### config.mk
export PLATFORM = sky130hd
export DESIGN_NAME = wb_arbiter_2m
export DESIGN_NICKNAME = d
export VERILOG_FILES = /design/src/rtl/wb_arbiter_2m.sv
export SDC_FILE = /design/constraint.sdc
export NUM_CORES = 1
export LEC_CHECK = 0
export ABC_AREA = 1
export BUFFER_PORTS_ARGS = -buffer_cell sky130_fd_sc_hd__clkbuf_2
export CAP_MARGIN = 5
export CORE_AREA = 2 2 121 123
export CTS_CLUSTER_DIAMETER = 60
export DETAILED_ROUTE_END_ITERATION = 7
export DIE_AREA = 0 0 123 125
export GPL_TIMING_DRIVEN = 0
export RECOVER_POWER = 25
export SLEW_MARGIN = 20
export SYNTH_ARGS = -nofsm -noshare
export SYNTH_HDL_FRONTEND = slang
export SYNTH_SLANG_ARGS = --single-unit
### constraint.sdc
create_clock -name i_clk -period 1.57 [get_ports i_clk]
set_clock_uncertainty 0.15 [all_clocks]
set_input_delay 0.0785 -clock i_clk [delete_from_list [all_inputs] [get_ports i_clk]]
set_output_delay 0.0785 -clock i_clk [all_outputs]
set_load 0.01 [all_outputs]
### src/rtl/wb_arbiter_2m.sv
// Two-master Wishbone arbiter: one-cycle grant, alternating tie-break, combinational routing.
// Optional bus-hang abort is compiled in when WB_ARB_TIMEOUT_EN is defined.
module wb_arbiter_2m #(
  parameter int unsigned TIMEOUT_CYCLES = 255
) (
  input  logic        i_clk,
  input  logic        i_rst_n,
  input  logic        i_m0_cyc,
  input  logic        i_m0_stb,
  input  logic        i_m0_we,
  input  logic [29:0] i_m0_addr,
  input  logic [31:0] i_m0_data,
  input  logic [3:0]  i_m0_sel,
  input  logic        i_m1_cyc,
  input  logic        i_m1_stb,
  input  logic        i_m1_we,
  input  logic [29:0] i_m1_addr,
  input  logic [31:0] i_m1_data,
  input  logic [3:0]  i_m1_sel,
  output logic        o_m0_stall,
  output logic        o_m0_ack,
  output logic        o_m0_err,
  output logic [31:0] o_m0_data,
  output logic        o_m1_stall,
  output logic        o_m1_ack,
  output logic        o_m1_err,
  output logic [31:0] o_m1_data,
  output logic        o_s_cyc,
  output logic        o_s_stb,
  output logic        o_s_we,
  output logic [29:0] o_s_addr,
  output logic [31:0] o_s_data,
  output logic [3:0]  o_s_sel,
  input  logic        i_s_stall,
  input  logic        i_s_ack,
  input  logic        i_s_err,
  input  logic [31:0] i_s_data,
  output logic [1:0]  o_grant
);

  if (TIMEOUT_CYCLES < 1 || TIMEOUT_CYCLES > 65535) begin : g_bad_timeout
    $error("wb_arbiter_2m: TIMEOUT_CYCLES must be within 1..65535");
  end

  typedef enum logic [1:0] {
    IDLE = 2'd0,
    GNT0 = 2'd1,
    GNT1 = 2'd2
`ifdef WB_ARB_TIMEOUT_EN
    , ABORT = 2'd3
`endif
  } state_t;

  state_t state_reg, state_next;
  logic   last_owner_reg, last_owner_next;

  logic [1:0]  m_cyc, m_stb, m_we;
  logic [29:0] m_addr [2];
  logic [31:0] m_data [2];
  logic [3:0]  m_sel  [2];

  assign m_cyc     = {i_m1_cyc, i_m0_cyc};
  assign m_stb     = {i_m1_stb, i_m0_stb};
  assign m_we      = {i_m1_we,  i_m0_we};
  assign m_addr[0] = i_m0_addr;
  assign m_addr[1] = i_m1_addr;
  assign m_data[0] = i_m0_data;
  assign m_data[1] = i_m1_data;
  assign m_sel[0]  = i_m0_sel;
  assign m_sel[1]  = i_m1_sel;

  logic owner_valid;
  logic owner;
  logic tmo_hit;

  assign owner_valid = (state_reg == GNT0) || (state_reg == GNT1);
  assign owner       = (state_reg == GNT1);

`ifdef WB_ARB_TIMEOUT_EN
  localparam logic [15:0] TMO_LAST = 16'(TIMEOUT_CYCLES - 1);

  logic [15:0] tmo_cnt_reg, tmo_cnt_next;
  logic        abort_owner_reg, abort_owner_next;
  logic        counting;

  // A strobe left unanswered by the slave is what counts towards the abort.
  assign counting = owner_valid && m_stb[owner] && !i_s_ack && !i_s_err;
  assign tmo_hit  = counting && (tmo_cnt_reg == TMO_LAST);

  always_comb begin
    tmo_cnt_next = tmo_cnt_reg;
    if ((state_next != state_reg) || i_s_ack || i_s_err) begin
      tmo_cnt_next = '0;
    end else if (counting) begin
      tmo_cnt_next = tmo_cnt_reg + 16'd1;
    end
  end

  always_ff @(posedge i_clk) begin
    if (!i_rst_n) begin
      tmo_cnt_reg     <= '0;
      abort_owner_reg <= 1'b0;
    end else begin
      tmo_cnt_reg     <= tmo_cnt_next;
      abort_owner_reg <= abort_owner_next;
    end
  end
`else
  assign tmo_hit = 1'b0;
`endif

  // State register
  always_ff @(posedge i_clk) begin
    if (!i_rst_n) begin
      state_reg      <= IDLE;
      last_owner_reg <= 1'b1;
    end else begin
      state_reg      <= state_next;
      last_owner_reg <= last_owner_next;
    end
  end

  // Next-state logic
  always_comb begin
    state_next      = state_reg;
    last_owner_next = last_owner_reg;
`ifdef WB_ARB_TIMEOUT_EN
    abort_owner_next = abort_owner_reg;
`endif
    case (state_reg)
      IDLE: begin
        if (m_cyc == 2'b11) begin
          state_next = last_owner_reg ? GNT0 : GNT1;
        end else if (m_cyc[0]) begin
          state_next = GNT0;
        end else if (m_cyc[1]) begin
          state_next = GNT1;
        end
      end
      GNT0, GNT1: begin
`ifdef WB_ARB_TIMEOUT_EN
        if (tmo_hit) begin
          state_next       = ABORT;
          abort_owner_next = owner;
        end else
`endif
        if (!m_cyc[owner]) begin
          // Hand over directly when the other master is already waiting.
          last_owner_next = owner;
          if (m_cyc[~owner]) begin
            state_next = owner ? GNT0 : GNT1;
          end else begin
            state_next = IDLE;
          end
        end
      end
`ifdef WB_ARB_TIMEOUT_EN
      ABORT: begin
        if (!m_cyc[abort_owner_reg]) begin
          state_next      = IDLE;
          last_owner_next = abort_owner_reg;
        end
      end
`endif
      default: state_next = IDLE;
    endcase
  end

  // Output logic: slave side follows the owner, quiet otherwise
  always_comb begin
    o_s_cyc  = 1'b0;
    o_s_stb  = 1'b0;
    o_s_we   = 1'b0;
    o_s_addr = '0;
    o_s_data = '0;
    o_s_sel  = '0;
    if (owner_valid) begin
      o_s_cyc  = m_cyc[owner];
      o_s_stb  = m_stb[owner];
      o_s_we   = m_we[owner];
      o_s_addr = m_addr[owner];
      o_s_data = m_data[owner];
      o_s_sel  = m_sel[owner];
    end
  end

  assign o_grant = {state_reg == GNT1, state_reg == GNT0};

  logic [1:0]  rsp_stall, rsp_ack, rsp_err;
  logic [31:0] rsp_data [2];

  for (genvar gi = 0; gi < 2; gi++) begin : g_rsp
    logic mine;
    assign mine          = owner_valid && (owner == 1'(gi));
    assign rsp_stall[gi] = mine ? i_s_stall : 1'b1;
    assign rsp_ack[gi]   = mine ? i_s_ack : 1'b0;
    assign rsp_err[gi]   = mine ? (i_s_err | tmo_hit) : 1'b0;
    assign rsp_data[gi]  = mine ? i_s_data : 32'd0;
  end

  assign o_m0_stall = rsp_stall[0];
  assign o_m0_ack   = rsp_ack[0];
  assign o_m0_err   = rsp_err[0];
  assign o_m0_data  = rsp_data[0];
  assign o_m1_stall = rsp_stall[1];
  assign o_m1_ack   = rsp_ack[1];
  assign o_m1_err   = rsp_err[1];
  assign o_m1_data  = rsp_data[1];

endmodule

After elaboration in Yosys (flattened, before gate mapping) --
Index checks and enable logic that the tools add are counted.
Cells by class: equal/unequal tests 5, reduce and logical (&&, ||, !) cells 7, $lt $le $gt $ge 3, bitwise gates (word level) 3, multiplexer cells 39
Operator list (number):
- two-way mux 32 bit | 6
- two-way mux 30 bit | 4
- two-way mux 1 bit | 17
- two-way mux 4 bit | 4
- two-way mux 2 bit | 7
- equality test 2 bit (second input constant) | 2
- < comparator 1 x 2 -> 1 bit (second input constant) | 2
- inequality test 4 bit (second input constant) | 1
- case mux 2 bit (2 select lines) | 1
- AND reduction 2 bit | 2
- equality test 2 x 1 -> 1 bit (second input constant) | 1
- greater-or-equal comparator 2 bit (second input constant) | 1
- logical AND 1 bit | 2
- logical NOT 2 bit | 1
- inequality test 2 bit (second input constant) | 1
- inverter 1 bit | 2
- inverter 1 -> 2 bit | 1
- OR reduction 2 bit | 1
- logical OR 1 bit | 1
Storage, ports and cells: word-level logic and storage cells 59, output and inout bits 141, input port bits 175, bits in registers 3

Longest topological paths before layout --
depth in word-level cells 7, mapped depth 10, gate-level depth less buffers 10

Worst setup path after synthesis --
Ideal clock, no wire load.
path kind reg-to-reg, start reg state_reg[0], end reg state_reg[1], stages on the path, launching flop included 9, data arrival time 1356 ps, period minus slack after synthesis 1618 ps, slack -48 ps, library setup time 112 ps, data required time 1308 ps, cell sequence dfxtp_1 inv_1 ha_1 buf_4 buf_2 a21oi_2 nor2_1 nor2_1 nor2_1
On the way: longest elaborated chain between the ends 6, elaborated cells on any way between the ends 15, classes of those cells 4 x eq/ne; 8 x mux; 3 x reduce/logical
Ends and longest elaborated chain:
- start, declared | line 54 | state_t state_reg, state_next;
- start signal, assigned | line 118 | state_reg <= state_next;
- equality test 2 bit | line 77, 130
- two-way mux 1 bit (not written as such) (2 in series) | line 150 | if (m_cyc[~owner]) begin
- two-way mux 2 bit | line 150
- two-way mux 2 bit | line 147 | if (!m_cyc[owner]) begin
- case mux 2 bit (2 select lines) | line 130 | case (state_reg)
Parallel ways exist; a longest one is shown, timed or not. The select of a mux whose other input is x is not followed. A chain may end at the register's enable or synchronous reset.

Worst setup path after layout --
start reg state_reg[1], end out o_s_data[20]
On the way: longest elaborated chain between the ends 6, elaborated cells on any way between the ends 8, classes of those cells 2 x eq/ne; 4 x mux; 1 x bitwise; 1 x reduce/logical
Ends and longest elaborated chain:
- equality test 2 bit | line 76, 77
- inverter 1 -> 2 bit (not written as such) | line 182 | o_s_data = m_data[owner];
- two-way mux 32 bit (not written as such) (3 in series) | line 182
- two-way mux 32 bit (*) | line 177 | if (owner_valid) begin
- end, declared | line 32 | output logic [31:0] o_s_data,
Mark *: on every way between the ends. The rest lies on a longest branch, timed or not. The select of a mux whose other input is x is not followed.

==> flow_summary.json <==
{
  "outcome": "finished, violations left",
  "failing_checks": "setup timing",
  "mappedNetlistNets": 607,
  "max_fclk_mhz": 548,
  "critical-path-slowest-cell": "dfxtp_4",
  "tritoncts": "yes",
  "crit_chain": "inv_6 -> ha_4 -> buf_12 -> clkbuf_16 -> o21ai_1 -> nor2_1 -> buf_2",
  "first_global_vias": 3502,
  "die-width_um": 123,
  "post-dp-hpwl_mm": 9.98,
  "max-vdd-ir-drop_uv": 906,
  "cp-end-kind": "output port",
  "post_route_cells_drive_above_1_share_pct": 65.8,
  "synth-compound-area-share_pct": 19.6,
  "synth-edff-count": 0,
  "area_growth_syn_to_layout_pct": 166,
  "syn_inst": 426,
  "clk_transition_reported_paths_ps": 30,
  "drv_slew": 0,
  "diodes": 0,
  "report.final.hold_viol_count": 0,
  "clk_root_buffer_cell": "clkbuf_16",
  "fin_crit_ps": 1830,
  "setup_repair_after_global_routing_missed_its_margin": "true",
  "tritoncts.num_buffers": 3,
  "stdcell_area_um2": 4990,
  "io_buffer_count": 315,
  "grt_first_pass_wirelength_mm": 17.7,
  "tritoncts_num_sinks": 3,
  "synthesis.area_um2": 1870,
  "synth-warning-count": 0,
  "grt_max_degree": 11,
  "initial_core_utilization_pct": 13.2,
  "yosysTopAreaCellShare_pct": 28.4,
  "synth_simple_gate_area_share_pct": 47.5,
  "die-height_um": 125,
  "cts_h_tree_depth": 1,
  "synthXorXnorAreaFrac_pct": 0,
  "detailed_route_via_count": 3874,
  "detail_route.drc_violations": 0,
  "synth_fa_ha_area_share_pct": 4.01,
  "overflow": 0,
  "power_density_nw_per_um2": 2040,
  "mostFrequentLayoutCell": "clkbuf_2",
  "grtUsageTotal_pct": 14.6,
  "critPathKind": "reg2out",
  "slew_worst_pin_ps": 230,
  "final.setup.worst_slack_ps": -256,
  "post_synth_num_cell_types": 18,
  "place.gp.congestion": 0.832,
  "via_per_inst": 4.03,
  "drt-initial-drc-count": 84,
  "finalCritPeriodShare_pct": 116,
  "mux_contribution_to_synthesized_area_pct": 0,
  "crit_path_start_kind": "register",
  "top_level_ports": 316,
  "normalized_max_slew_margin_pct": 84.6,
  "num-nets-final": 960,
  "die_area_um2": 15400,
  "report.power.total_mw": 10.2,
  "timing.max_cap.violations": 0,
  "cts.path.max_buffers": 2,
  "layout.cells.non_filler": 962,
  "core.rowCount": 44,
  "min_path_type": "in2reg",
  "yosys_most_used_dff": "dfxtp_1",
  "worst_ep_required_time_ps": 1340,
  "critPathBufInv": 4,
  "arrival_ps": 1600,
  "grt_antenna_before_repair": 0,
  "critical-path-max-stage-delay_ps": 380,
  "synth_top_family_by_area": "simple AND/OR/NAND/NOR gates",
  "finalSetupViolCount": 138,
  "cpLargestDelayFamily": "buffers and inverters",
  "worst_hold_slack_ps": 144,
  "async_flop_share_pct": 0,
  "synth_area_leader_cell": "nor2_1",
  "drt-total-wl_mm": 13.2,
  "worstSkewPairLatency_ps": 220,
  "avgSynthCellArea_um2": 4.40,
  "postSynthRegisterBits": 3,
  "core-area_um2": 14200,
  "largest_reg_flops": 2,
  "number_of_placed_instances_taps_included": 925,
  "final_antenna_net_count": 0,
  "top_library_cells_by_usage_in_the_layout_fill_and_taps_aside": "clkbuf_2, nor2_1, buf_2",
  "firstDrtPassIters": 4,
  "route.detailed.wl_per_inst_um": 13.7,
  "power_leakage_nw": 3.31,
  "synth.yosys.seq_area_share_pct": 3.20,
  "worstPathMaxFanout": 8,
  "dpl-instance-area_um2": 3680,
  "synth_top_cells_by_area": "nor2_1, o21ai_0, nand2_1"
}
-- metal layers --
layer	up-vias	share of wire (%)	track usage, %
li1	1964	-	-
met1	1685	38	16.4
met2	208	52	28.3
met3	17	7.8	2.55
met4	0	1.5	2.94
met5	-	0	0
-- worst reg2reg max path, cell delays in order, from the launching register on --
cell and delay [ps]:
dfxtp_4 360, inv_6 50, ha_4 250, buf_8 140
buf_6 130, inv_1 100, nor2_2 60, a21oi_2 140
nor2_1 70, nor2_1 100, nor2_1 40
-- cell type report --
class / count / area, um2
buffer: 31 / 399
clock buffer: 4 / 78.8
fill: 1576 / 9210
inverter: 80 / 323
multi-input combinational: 311 / 1780
sequential: 3 / 67.6
tap: 184 / 230
timing repair buffer: 349 / 2110
-- path summary, 6_finish.rpt --
path | start | end | slack, ps | depth (start not counted)
setup / recovery | state_reg[1] | o_s_data[20] | -260 | 7
hold / removal | i_m0_cyc | state_reg[0] | 140 | 5
setup reg to reg | state_reg[0] | state_reg[1] | -140 | 10
hold reg to reg | last_owner_reg | last_owner_reg | 350 | 2
-- metrics by stage --
stage                     setup WS, ps  util (%)  setup TNS [ps]
after detailed placement          -489      25.9          -26750
final                             -256      35.1          -22960
after global placement            -499      25.9          -25970
after global routing              -300      35.1          -30530
after floorplan                   2.96         -               0
after CTS                         -265      29.9          -21330
-- cell usage after synthesis (3+ instances only) --
cell type	number
o21ai_0	65
buf_2	12
ha_1	6
dfxtp_1	3
o21ai_1	4
clkbuf_1	12
nand2_1	83
inv_1	79
buf_6	4
buf_4	4
nand3_1	4
nor2_1	142
-- power by group --
part / total [mW] / switching (mW) / internal (mW)
clock: 0.407 / 0.0716 / 0.335
combinational: 9.58 / 5.06 / 4.53
sequential: 0.184 / 0.0565 / 0.128
-- timing repair --
action / CTS / global route
gates cloned: 5 / 8
hold endpoints to repair: 3 / 0
pin swaps: 24 / 35
setup endpoints to repair: 137 / 139
hold buffers: 1 / 0
setup buffers: 9 / 13
resized for setup: 132 / 270
-- cell families after synthesis --
| family | count (synthesis) |
|---|---|
| AOI/OAI and AO/OA | 72 |
| adders and majority gates | 6 |
| buffers and inverters | 112 |
| DFF | 3 |
| and+or+nand+nor | 233 |
Note: power is estimated with default switching activity, not from simulation.
